### config.mk
export PLATFORM = sky130hd
export DESIGN_NAME = int_ctrl
export DESIGN_NICKNAME = d
export VERILOG_FILES = /design/src/rtl/int_ctrl_pkg.sv /design/src/rtl/irq_prio_enc.sv /design/src/rtl/int_ctrl.sv
export SDC_FILE = /design/constraint.sdc
export NUM_CORES = 1
export LEC_CHECK = 0
export ABC_AREA = 1
export BUFFER_PORTS_ARGS = -buffer_cell sky130_fd_sc_hd__buf_2
export CAP_MARGIN = 0
export CELL_PAD_IN_SITES_DETAIL_PLACEMENT = 1
export CELL_PAD_IN_SITES_GLOBAL_PLACEMENT = 1
export CORE_MARGIN = 2
export CORE_UTILIZATION = 27
export DETAILED_ROUTE_END_ITERATION = 10
export PLACE_DENSITY_LB_ADDON = 0.1
export SLEW_MARGIN = 20
export SYNTH_ARGS = -nofsm -noshare
export SYNTH_HDL_FRONTEND = slang
export SYNTH_SLANG_ARGS = --single-unit
### constraint.sdc
create_clock -name clk -period 2.3 [get_ports clk]
set_input_delay 0.345 -clock clk [delete_from_list [all_inputs] [get_ports clk]]
set_output_delay 0.345 -clock clk [all_outputs]
set_load 0.02 [all_outputs]
### src/rtl/int_ctrl_pkg.sv
// rtl/int_ctrl_pkg.sv - shared types and constants for the interrupt sequencing controller
package int_ctrl_pkg;

    typedef enum logic [2:0] {
        ST_IDLE    = 3'd0,
        ST_DRAIN   = 3'd1,
        ST_ENTER   = 3'd2,
        ST_HANDLER = 3'd3,
        ST_RETURN  = 3'd4
    } state_t;

    localparam logic [1:0] CFG_MASK = 2'd0;
    localparam logic [1:0] CFG_GIE  = 2'd1;
    localparam logic [1:0] CFG_VEC  = 2'd2;
    localparam logic [1:0] CFG_RSVD = 2'd3;

    localparam logic [31:0] MRET_INST = 32'h3020_0073;

    // Handler entry point for a given cause; wraps mod 2^32.
    function automatic logic [31:0] vec_addr(input logic [31:0] base, input logic [3:0] idx);
        return base + {26'd0, idx, 2'b00};
    endfunction

endpackage

### src/rtl/irq_prio_enc.sv
// rtl/irq_prio_enc.sv - masked priority encoder, bit 0 has highest priority
module irq_prio_enc #(
    parameter int NUM_IRQ = 4
) (
    input  logic [NUM_IRQ-1:0] req,
    input  logic [NUM_IRQ-1:0] mask,
    output logic               valid,
    output logic [3:0]         index
);

    logic [NUM_IRQ-1:0] pend;

    always_comb begin
        pend  = req & mask;
        valid = |pend;
        index = 4'd0;
        // Scan downward so the lowest set index is the one that sticks.
        for (int i = NUM_IRQ - 1; i >= 0; i--) begin
            if (pend[i]) begin
                index = i[3:0];
            end
        end
    end

endmodule

### src/rtl/int_ctrl.sv
// rtl/int_ctrl.sv - interrupt entry/return sequencer: drain, vector, save mepc/mcause, mret
module int_ctrl
    import int_ctrl_pkg::*;
#(
    parameter int          NUM_IRQ      = 4,
    parameter int          DRAIN_CYCLES = 3,
    parameter logic [31:0] VEC_RESET    = 32'h0000_0024
) (
    input  logic               clk,
    input  logic               reset,
    input  logic [NUM_IRQ-1:0] irq,
    input  logic               cfg_we,
    input  logic [1:0]         cfg_addr,
    input  logic [31:0]        cfg_wdata,
    input  logic [31:0]        pc_now,
    input  logic               ex_redirect,
    input  logic [31:0]        id_inst,
    output logic               fetch_hold,
    output logic               redirect_valid,
    output logic [31:0]        redirect_pc,
    output logic               in_handler,
    output logic [31:0]        mepc,
    output logic [3:0]         mcause
);

    localparam int              CNT_W      = (DRAIN_CYCLES < 1) ? 1 : $clog2(DRAIN_CYCLES + 1);
    localparam logic [CNT_W-1:0] DRAIN_LOAD = CNT_W'(DRAIN_CYCLES);

    state_t             state_q;
    state_t             state_d;
    logic [CNT_W-1:0]   drain_cnt;
    logic [3:0]         cause_q;
    logic [NUM_IRQ-1:0] enable_mask;
    logic               global_en;
    logic [31:0]        vec_base;
    logic [31:0]        mepc_q;
    logic [3:0]         mcause_q;

    logic               pend_valid;
    logic [3:0]         pend_index;
    logic               take_irq;
    logic               drain_exit;

    irq_prio_enc #(
        .NUM_IRQ (NUM_IRQ)
    ) u_prio (
        .req   (irq),
        .mask  (enable_mask),
        .valid (pend_valid),
        .index (pend_index)
    );

    assign take_irq   = (state_q == ST_IDLE) && global_en && pend_valid;
    assign drain_exit = (state_q == ST_DRAIN) && (drain_cnt == '0) && !ex_redirect;

    always_ff @(posedge clk or negedge reset) begin
        if (!reset) begin
            state_q <= ST_IDLE;
        end else begin
            state_q <= state_d;
        end
    end

    always_comb begin
        state_d = state_q;
        case (state_q)
            ST_IDLE:    if (take_irq)              state_d = ST_DRAIN;
            ST_DRAIN:   if (drain_exit)            state_d = ST_ENTER;
            ST_ENTER:                              state_d = ST_HANDLER;
            ST_HANDLER: if (id_inst == MRET_INST)  state_d = ST_RETURN;
            ST_RETURN:                             state_d = ST_IDLE;
            default:                               state_d = ST_IDLE;
        endcase
    end

    always_comb begin
        fetch_hold     = (state_q == ST_DRAIN);
        redirect_valid = (state_q == ST_ENTER) || (state_q == ST_RETURN);
        in_handler     = (state_q == ST_HANDLER);
        redirect_pc    = (state_q == ST_RETURN) ? mepc_q : vec_addr(vec_base, mcause_q);
        mepc           = mepc_q;
        mcause         = mcause_q;
    end

    // Cause is frozen at drain entry; later irq changes cannot retarget the vector.
    always_ff @(posedge clk or negedge reset) begin
        if (!reset) begin
            drain_cnt <= '0;
            cause_q   <= 4'd0;
            mepc_q    <= 32'd0;
            mcause_q  <= 4'd0;
        end else begin
            if (take_irq) begin
                drain_cnt <= DRAIN_LOAD;
                cause_q   <= pend_index;
            end else if (state_q == ST_DRAIN && drain_cnt != '0) begin
                drain_cnt <= drain_cnt - 1'b1;
            end
            if (drain_exit) begin
                mepc_q   <= pc_now;
                mcause_q <= cause_q;
            end
        end
    end

    always_ff @(posedge clk or negedge reset) begin
        if (!reset) begin
            enable_mask <= '0;
            global_en   <= 1'b0;
            vec_base    <= {VEC_RESET[31:2], 2'b00};
        end else if (cfg_we) begin
            case (cfg_addr)
                CFG_MASK: enable_mask <= cfg_wdata[NUM_IRQ-1:0];
                CFG_GIE:  global_en   <= cfg_wdata[0];
                CFG_VEC:  vec_base    <= {cfg_wdata[31:2], 2'b00};
                CFG_RSVD: ;
                default:  ;
            endcase
        end
    end

endmodule

==> metrics.md, run 1 <==
| Metric | Value |
|---|---|
| Sequential share of the synthesized area | `a little over 40%` |
| Clock tree from TritonCTS | `yes` |
| Total count of max-transition violations in the final report | `0` |
| Count of endpoints failing hold in the final timing report | `0` |
| Average vias per placed instance | `roughly 4.4` |
| Final setup margin | `-0.395 ns` |
| Max stage delay cell, worst path | `sky130_fd_sc_hd__dfstp_2` |
| Worst Setup Path Type | `reg2out` |
| NetSw | `roughly 2700 uW` |
| Met2 wirelength from detailed routing | `7660 um` |
| Area growth from synthesis to final layout | `42.1%` |
| Number of diodes | `0` |
| Layout cell share with drive strength beyond 1 | `45.8%` |
| Setup Viol. Count Final | `23` |
| Detailed Routing Iterations Pass 1 | `4` |
| Synth Cell Area | `4590 sq um` |
| Worst hold path type | `in2reg` |
| Source of the worst hold timing path | `pc_now[15]` |
| Highest ir drop seen on vdd | `between 400 and 500 uV` |
| Power density over cell area | `around 1000 nW/um^2` |
| Met3 WL post-DR | `roughly 500 um` |
| Arrival time of the worst setup path | `between 2 and 2.5 ns` |
| Hold Crit Endpoint | `mepc[15]` |
| Top routing layer used | `met5` |
| Number of antenna violations at the first check in global routing | `1` |
| Startpoint class of the critical path | `flip-flop` |
| Result of the run | `complete, but fails checks` |
| Final weighted congestion in routability-driven placement | `roughly 0.78` |
| Cell at the root of the clock tree | `sky130_fd_sc_hd__clkbuf_16` |
| Area of the placeable core | `around 17,000 sq um` |
| Effective utilization at floorplan | `roughly 28%` |
| Post-route core utilization | `about 40%` |
| Violations in the final reports | `setup timing` |
| Synth top area cells | `sky130_fd_sc_hd__dfrtp_1, sky130_fd_sc_hd__nand2_1, sky130_fd_sc_hd__mux2_4` |
| RSZ-0062 raised after global routing | `true` |
| Avg Cell Area, Syn | `about 8.3 sq um` |
| Final cell count without fillers | `973` |
| Net count of the finished layout | `approximately 860` |
| Clock period minus final worst setup slack | `2.70 ns` |
| Count of state elements after synthesis | `76` |
| Placed insts | `947` |
| Fraction of power consumed by the clock network | `21.4%` |
| Lkg Pwr | `approximately 0.0035 uW` |
| CP Buf/Inv Count | `4` |
| I/O Pins | `~180` |
| Clock-pin slew on the worst setup and hold paths | `approximately 0.07 ns` |
| Post-Route WL | `roughly 15,000 um` |
| Number of cells on the worst hold path | `2` |
| Final worst-path cycle share | `117%` |
| Post-synth ARST share | `100%` |
| Deepest clock path buffer count | `2` |
| Count of cells along the worst register-to-register path | `6` |
| CP Cell Sequence | `ha_4, inv_2, fa_2, nor2_4, nand2_4, buf_4, inv_4, nand2_1, nand2_1, nand2_1, nand2_1, nand2_1, buf_6` |
| Library cells used by synthesis | `35` |
| Height of the chip | `about 130 um` |
| Slowest Stage Delay on Critical Path | `roughly 0.55 ns` |
| H-tree depth | `3` |
| Global-route wire length before repair | `roughly 24,000 um` |
| Number of violations reported at the end of detailed-routing iteration 0 | `101` |
| Max-cap check violation count | `0` |
| Switching portion of total power | `40.4%` |
| Global-route usage over all layers | `16.7%` |
| Total negative slack | `-4.97 ns` |
| Cell type with the highest aggregate area in the netlist | `sky130_fd_sc_hd__dfrtp_1` |
| Data required time of the critical path | `slightly below 2 ns` |
| Startpoint of the lowest-slack register-to-register path | `drain_cnt[0]` |
| Remaining max-slew budget at the tightest pin | `roughly 57%` |
| Leading cell types in the layout, fill and taps excluded | `sky130_fd_sc_hd__nand2_1, sky130_fd_sc_hd__buf_2, sky130_fd_sc_hd__dfrtp_1` |
| Cell family with most CP delay | `simple AND/OR/NAND/NOR gates` |
| Synth warn | `0` |
| Post-detailed-route DRC marker count | `0` |
| Most frequent standard cell in the layout excluding fill and tap cells | `sky130_fd_sc_hd__nand2_1` |
| Vias in the first global route | `roughly 4,700` |
| Width of the die | `around 130 um` |
| Max frequency | `roughly 370 MHz` |
| Clock sink total | `76` |
| Cell count after synthesis | `552` |
| Final clock skew | `~0.0063 ns` |
| Total global routing overflow | `0` |
| Insertion delay to the later sink of the worst-skew pair | `around 0.35 ns` |
| Total routed wire length on the met1 layer | `6280 um` |
| Total internal power | `3980 uW` |
| Post-detailed-route count of antenna-violating nets | `0` |
| Least-Margin Pin Slew | `~0.65 ns` |
| Combinational share of power | `approximately 45%` |
| Largest net degree at the start of global routing | `43` |
| Portion of total power attributed to sequential cells | `33.5%` |
| Worst setup slack for register-to-register paths | `~0.42 ns` |
| DR WL/cell | `15.2 um` |
| Highest fanout seen on the critical path | `4` |
| Dominant register cell in the synthesized netlist | `sky130_fd_sc_hd__dfrtp_1` |
| End of the worst register-to-register path | `mepc[20]` |
| HPWL Detailed | `11,400 um` |
| Cell repeated most along the worst path | `sky130_fd_sc_hd__nand2_1` |
| EDFF count, synth | `0` |
| CP endpoint kind | `output port` |
| Number of CTS-inserted buffers | `9` |
| Top cell type's share of synthesized area | `approximately two fifths` |
| Via count | `roughly 4,300` |
| Quantity of I/O buffers inserted on ports | `174` |
| Die Footprint | `between 15,000 and 20,000 sq um` |
| Number of rows in the core area | `47` |
-- how the worst max path moves through the flow --
stage                 from              end  slack, ns  cells past startpoint
3_5_place_dp   vec_base[2]  redirect_pc[30]      -0.18                     11
2_1_floorplan  vec_base[2]  redirect_pc[18]       0.03                      8
5_1_grt        vec_base[2]  redirect_pc[26]      -0.50                     13
3_3_place_gp   vec_base[2]   redirect_pc[8]      -0.15                      9
4_1_cts        vec_base[2]   redirect_pc[8]      -0.41                      9
6_report       vec_base[2]  redirect_pc[26]      -0.40                     13
-- Yosys cell counts, types with 2 or more instances --
cell type and count:
sky130_fd_sc_hd__dfstp_2 2, sky130_fd_sc_hd__nor2_2 4, sky130_fd_sc_hd__nand2_1 184, sky130_fd_sc_hd__inv_1 53, sky130_fd_sc_hd__nor2_1 55, sky130_fd_sc_hd__mux2_2 29, sky130_fd_sc_hd__xnor2_1 3, sky130_fd_sc_hd__ha_1 3
sky130_fd_sc_hd__buf_2 6, sky130_fd_sc_hd__nand2_4 2, sky130_fd_sc_hd__dfrtp_1 74, sky130_fd_sc_hd__buf_6 3, sky130_fd_sc_hd__mux2_4 24, sky130_fd_sc_hd__nor2_8 3, sky130_fd_sc_hd__xor2_1 10, sky130_fd_sc_hd__inv_2 4
sky130_fd_sc_hd__nand3_2 2, sky130_fd_sc_hd__nor2_4 5, sky130_fd_sc_hd__clkbuf_1 2, sky130_fd_sc_hd__nand2_2 9, sky130_fd_sc_hd__nand4_1 2, sky130_fd_sc_hd__a21oi_1 11, sky130_fd_sc_hd__nand3_1 22, sky130_fd_sc_hd__nand3b_1 7
sky130_fd_sc_hd__buf_4 4, sky130_fd_sc_hd__o21ai_0 20
-- cell families (layout without fill, tap and decap cells) --
logic type | count (synthesis) | in the layout | share of synthesized area [%]
other cells | 1 | 2 | 0.0816
compound gates | 34 | 34 | 3.84
simple gates | 299 | 299 | 29.1
xor+xnor | 13 | 13 | 2.48
buf+inv | 72 | 272 | 6.86
flops | 76 | 76 | 41.4
mux | 53 | 53 | 15.0
fa+ha+maj | 4 | 4 | 1.25
-- state kept, by name, indices dropped and copies added, names as in the netlist --
| register | cells |
|---|---|
| state_q | 3 |
| drain_cnt | 2 |
| vec_base | 30 |
| enable_mask | 4 |
| mepc | 32 |
| global_en | 1 |
| mcause | 2 |
| cause_q | 2 |
-- metal layers --
layer  track usage (%)  vias up
li1                  -     2125
met1              19.6     2087
met2              30.4       83
met3              2.95       19
met4              6.43        2
met5                 0        -
-- per-stage QoR --
stage | setup slack, ns | instance area [sq um] | hold WS (ns) | power (uW)
floorplan | 0.0265 | 4600 | 0.0494 | 3980
global placement | -0.153 | 5780 | 0.209 | 4940
detailed placement | -0.175 | 5780 | 0.213 | 5010
CTS | -0.411 | 6360 | 0.210 | 6710
global route | -0.502 | 6530 | 0.215 | 7130
finish | -0.395 | 6530 | 0.224 | 6690
-- power by group through the flow --
| stage | Clock, uW | Combinational, uW | Sequential, uW |
|---|---|---|---|
| finish | 1430 | 3020 | 2240 |
| global route | 1530 | 3280 | 2320 |
| CTS | 1490 | 2980 | 2240 |
| detailed placement | 0 | 2770 | 2240 |
| global placement | 0 | 2720 | 2220 |
| floorplan | 0 | 1460 | 2520 |
-- final cells by class --
type / instances / area, sq um
clock buffer: 9 / 225
clock inverter: 7 / 67.6
fill: 2067 / 10100
inverter: 57 / 216
multi-input combinational: 405 / 2580
sequential: 76 / 1910
tap: 220 / 275
timing repair buffer: 199 / 1260
-- timing repair --
item	in CTS	in global routing
gates resized for setup	71	45
buffers inserted	6	3
hold endpoints to repair	11	0
endpoints found under the setup margin	28	29
hold buffers	1	0
pin swaps	19	17
Note: power is estimated with default switching activity, not from simulation.
==> run 2, diff against run 1 <==
- SKIP_LAST_GASP: default -> 1
==> run 2 against run 1 <==
The run still ends with setup timing left. Final area decreased by 1.1%. Non-clock buffer count unchanged. Via count about the same. Power decreased by 0.68%. Final cell count unchanged. Fmax increased by 0.16%. Largest cell class unchanged.
==> metrics.md, run 2 (synthesized netlist as in run 1, its figures left out) <==
| Metric | Value |
|---|---|
| Startpoint class of the critical path | `flip-flop (unchanged)` |
| Quantity of I/O buffers inserted on ports | `174 (unchanged)` |
| Area of the placeable core | `16,600 sq um (unchanged)` |
| Detailed Routing Iterations Pass 1 | `4 (unchanged)` |
| Number of rows in the core area | `47 (unchanged)` |
| Total negative slack | `-5.19 ns (was -4.97 ns)` |
| Remaining max-slew budget at the tightest pin | `56.7% (was 56.8%)` |
| Total count of max-transition violations in the final report | `0 (unchanged)` |
| Number of violations reported at the end of detailed-routing iteration 0 | `97 (was 101)` |
| Final weighted congestion in routability-driven placement | `0.782 (unchanged)` |
| Number of CTS-inserted buffers | `9 (unchanged)` |
| Top routing layer used | `met5 (unchanged)` |
| RSZ-0062 raised after global routing | `true (unchanged)` |
| Fillcell total | `2,072 (was 2,067)` |
| Final worst-path cycle share | `117% (about the same)` |
| Post-detailed-route DRC marker count | `0 (unchanged)` |
| Via count | `4,315 (was 4,316)` |
| Cell at the root of the clock tree | `sky130_fd_sc_hd__clkbuf_16 (unchanged)` |
| Final setup margin | `-0.391 ns (was -0.395 ns)` |
| Average vias per placed instance | `4.43 (was 4.44)` |
| I/O Pins | `177 (unchanged)` |
| Power density over cell area | `1030 nW/um^2 (was 1020 nW/um^2)` |
| Setup slack at placement | `-0.175 ns (unchanged)` |
| Placed insts | `947 (unchanged)` |
| Highest fanout seen on the critical path | `4 (unchanged)` |
| CP endpoint kind | `output port (unchanged)` |
| Insertion delay to the later sink of the worst-skew pair | `0.35 ns (about the same)` |
| Effective utilization at floorplan | `27.7% (unchanged)` |
| DR WL/cell | `15.2 um (about the same)` |
| Met3 WL post-DR | `515 um (was 504 um)` |
| Largest net degree at the start of global routing | `43 (unchanged)` |
| Layout cell share with drive strength beyond 1 | `43.8% (was 45.8%)` |
| Least-Margin Pin Slew | `0.649 ns (was 0.648 ns)` |
| Net count of the finished layout | `858 (unchanged)` |
| Highest ir drop seen on vdd | `461 uV (was 466 uV)` |
| Area growth from synthesis to final layout | `40.5% (was 42.1%)` |
| Global-route usage over all layers | `16.7% (about the same)` |
| Worst Setup Path Type | `reg2out (unchanged)` |
| HPWL Detailed | `11,400 um (unchanged)` |
| Final cell count without fillers | `973 (unchanged)` |
| Total global routing overflow | `0 (unchanged)` |
| Post-route core utilization | `38.9% (was 39.4%)` |
| Slowest Stage Delay on Critical Path | `0.55 ns (about the same)` |
| Total routed wire length on the met1 layer | `6270 um (was 6280 um)` |
| Data required time of the critical path | `1.96 ns (about the same)` |
| Vias in the first global route | `4,714 (was 4,717)` |
| Most frequent standard cell in the layout excluding fill and tap cells | `sky130_fd_sc_hd__nand2_1 (unchanged)` |
| Worst hold path type | `in2reg (unchanged)` |
| Width of the die | `134 um (unchanged)` |
| CP Cell Sequence | `ha_4, inv_2, fa_2, nor2_4, nand2_4, buf_4, inv_4, nand2_1, nand2_1, nand2_1, nand2_1, nand2_1, buf_6 (unchanged)` |
| Flip-flop count of the largest register, all copies and words added | `32 (unchanged)` |
| Violations in the final reports | `setup timing (unchanged)` |
| Post-Route WL | `14,800 um (about the same)` |
| H-tree depth | `3 (unchanged)` |
| Count of endpoints failing hold in the final timing report | `0 (unchanged)` |
| Met2 wirelength from detailed routing | `7690 um (was 7660 um)` |
| Number of antenna violations at the first check in global routing | `1 (unchanged)` |
| Clock tree from TritonCTS | `yes (unchanged)` |
| Leading cell types in the layout, fill and taps excluded | `sky130_fd_sc_hd__nand2_1, sky130_fd_sc_hd__buf_2, sky130_fd_sc_hd__dfrtp_1 (unchanged)` |
| Max-cap check violation count | `0 (unchanged)` |
| Clock period minus final worst setup slack | `2.69 ns (was 2.70 ns)` |
| Arrival time of the worst setup path | `2.35 ns (about the same)` |
| Clock-pin slew on the worst setup and hold paths | `0.07 ns (about the same)` |
| Setup Viol. Count Final | `23 (unchanged)` |
| Clock sink total | `76 (unchanged)` |
| Number of diodes | `0 (unchanged)` |
| Result of the run | `complete, but fails checks (unchanged)` |
| Max frequency | `372 MHz (was 371 MHz)` |
| Height of the chip | `134 um (unchanged)` |
| Global-route wire length before repair | `23,500 um (about the same)` |
| Lkg Pwr | `0.00346 uW (was 0.00348 uW)` |
| Final clock skew | `0.00623 ns (was 0.00629 ns)` |
| Post-detailed-route count of antenna-violating nets | `0 (unchanged)` |
| Deepest clock path buffer count | `2 (unchanged)` |
| Die Footprint | `18,100 sq um (unchanged)` |
| Max stage delay cell, worst path | `sky130_fd_sc_hd__dfstp_2 (unchanged)` |
| Cell repeated most along the worst path | `sky130_fd_sc_hd__nand2_1 (unchanged)` |
## run 2: changes by cell type in the layout (fill, tap and decap cells not counted), moves of 2 or more
| cell | previous run | this run |
|---|---|---|
| sky130_fd_sc_hd__nand2_1 | 161 | 170 |
| sky130_fd_sc_hd__xor2_2 | 3 | 1 |
| sky130_fd_sc_hd__nand2_2 | 31 | 22 |
| sky130_fd_sc_hd__xor2_1 | 7 | 9 |
| sky130_fd_sc_hd__buf_4 | 21 | 26 |
| sky130_fd_sc_hd__buf_6 | 30 | 24 |
## run 2: worst max-delay path: cells and delay by family, from the launching register on
family                     cells  cell delay, ns
adders and majority gates      2            0.49
buffers and inverters          4            0.37
DFF                            1            0.55
and+or+nand+nor                7            0.59
## run 2: metal layers
layer,GRT usage (%),vias up
li1,-,2125
met1,19.5,2082
met2,30.4,86
met3,2.95,20
met4,6.43,2
met5,0,-
## run 2: repair_timing
action / 4_1_cts / 5_1_grt
setup buffers: 6 / 3
hold buffers: 1 / 0
pin swaps: 18 / 14
gates resized for setup: 63 / 30
hold endpoints to repair: 11 / 0
setup endpoints to repair: 28 / 29
## run 2: per-stage QoR
| stage | total power (uW) | area, sq um | hold slack (ns) |
|---|---|---|---|
| 5_1_grt | 7090 | 6460 | 0.215 |
| 2_1_floorplan | 3980 | 4600 | 0.0494 |
| 3_3_place_gp | 4940 | 5780 | 0.209 |
| 3_5_place_dp | 5010 | 5780 | 0.213 |
| 6_report | 6640 | 6460 | 0.224 |
| 4_1_cts | 6690 | 6330 | 0.210 |
## run 2: path summary, 6_finish.rpt
path | startpoint | endpoint | slack [ns] | cells past startpoint
min in group asynchronous | reset | mepc[0] | 0.38 | 2
min | pc_now[15] | mepc[15] | 0.22 | 2
max reg2reg | drain_cnt[0] | mepc[20] | 0.42 | 6
max in group asynchronous | reset | vec_base[18] | 1.33 | 3
min reg2reg | enable_mask[0] | enable_mask[0] | 0.49 | 2
max | vec_base[2] | redirect_pc[26] | -0.39 | 13
## run 2: report_power, final
part           switching [uW]  internal [uW]
Clock                     597            834
Sequential                431           1810
Combinational            1660           1320
## run 2: cell type report
class	instances	area (sq um)	area share, %
multi-input combinational	405	2530	39.3
clock buffer	9	225	3.49
timing repair buffer	199	1230	19.1
sequential	76	1910	29.5
tap	220	275	4.26
clock inverter	7	67.6	1.05
inverter	57	216	3.35
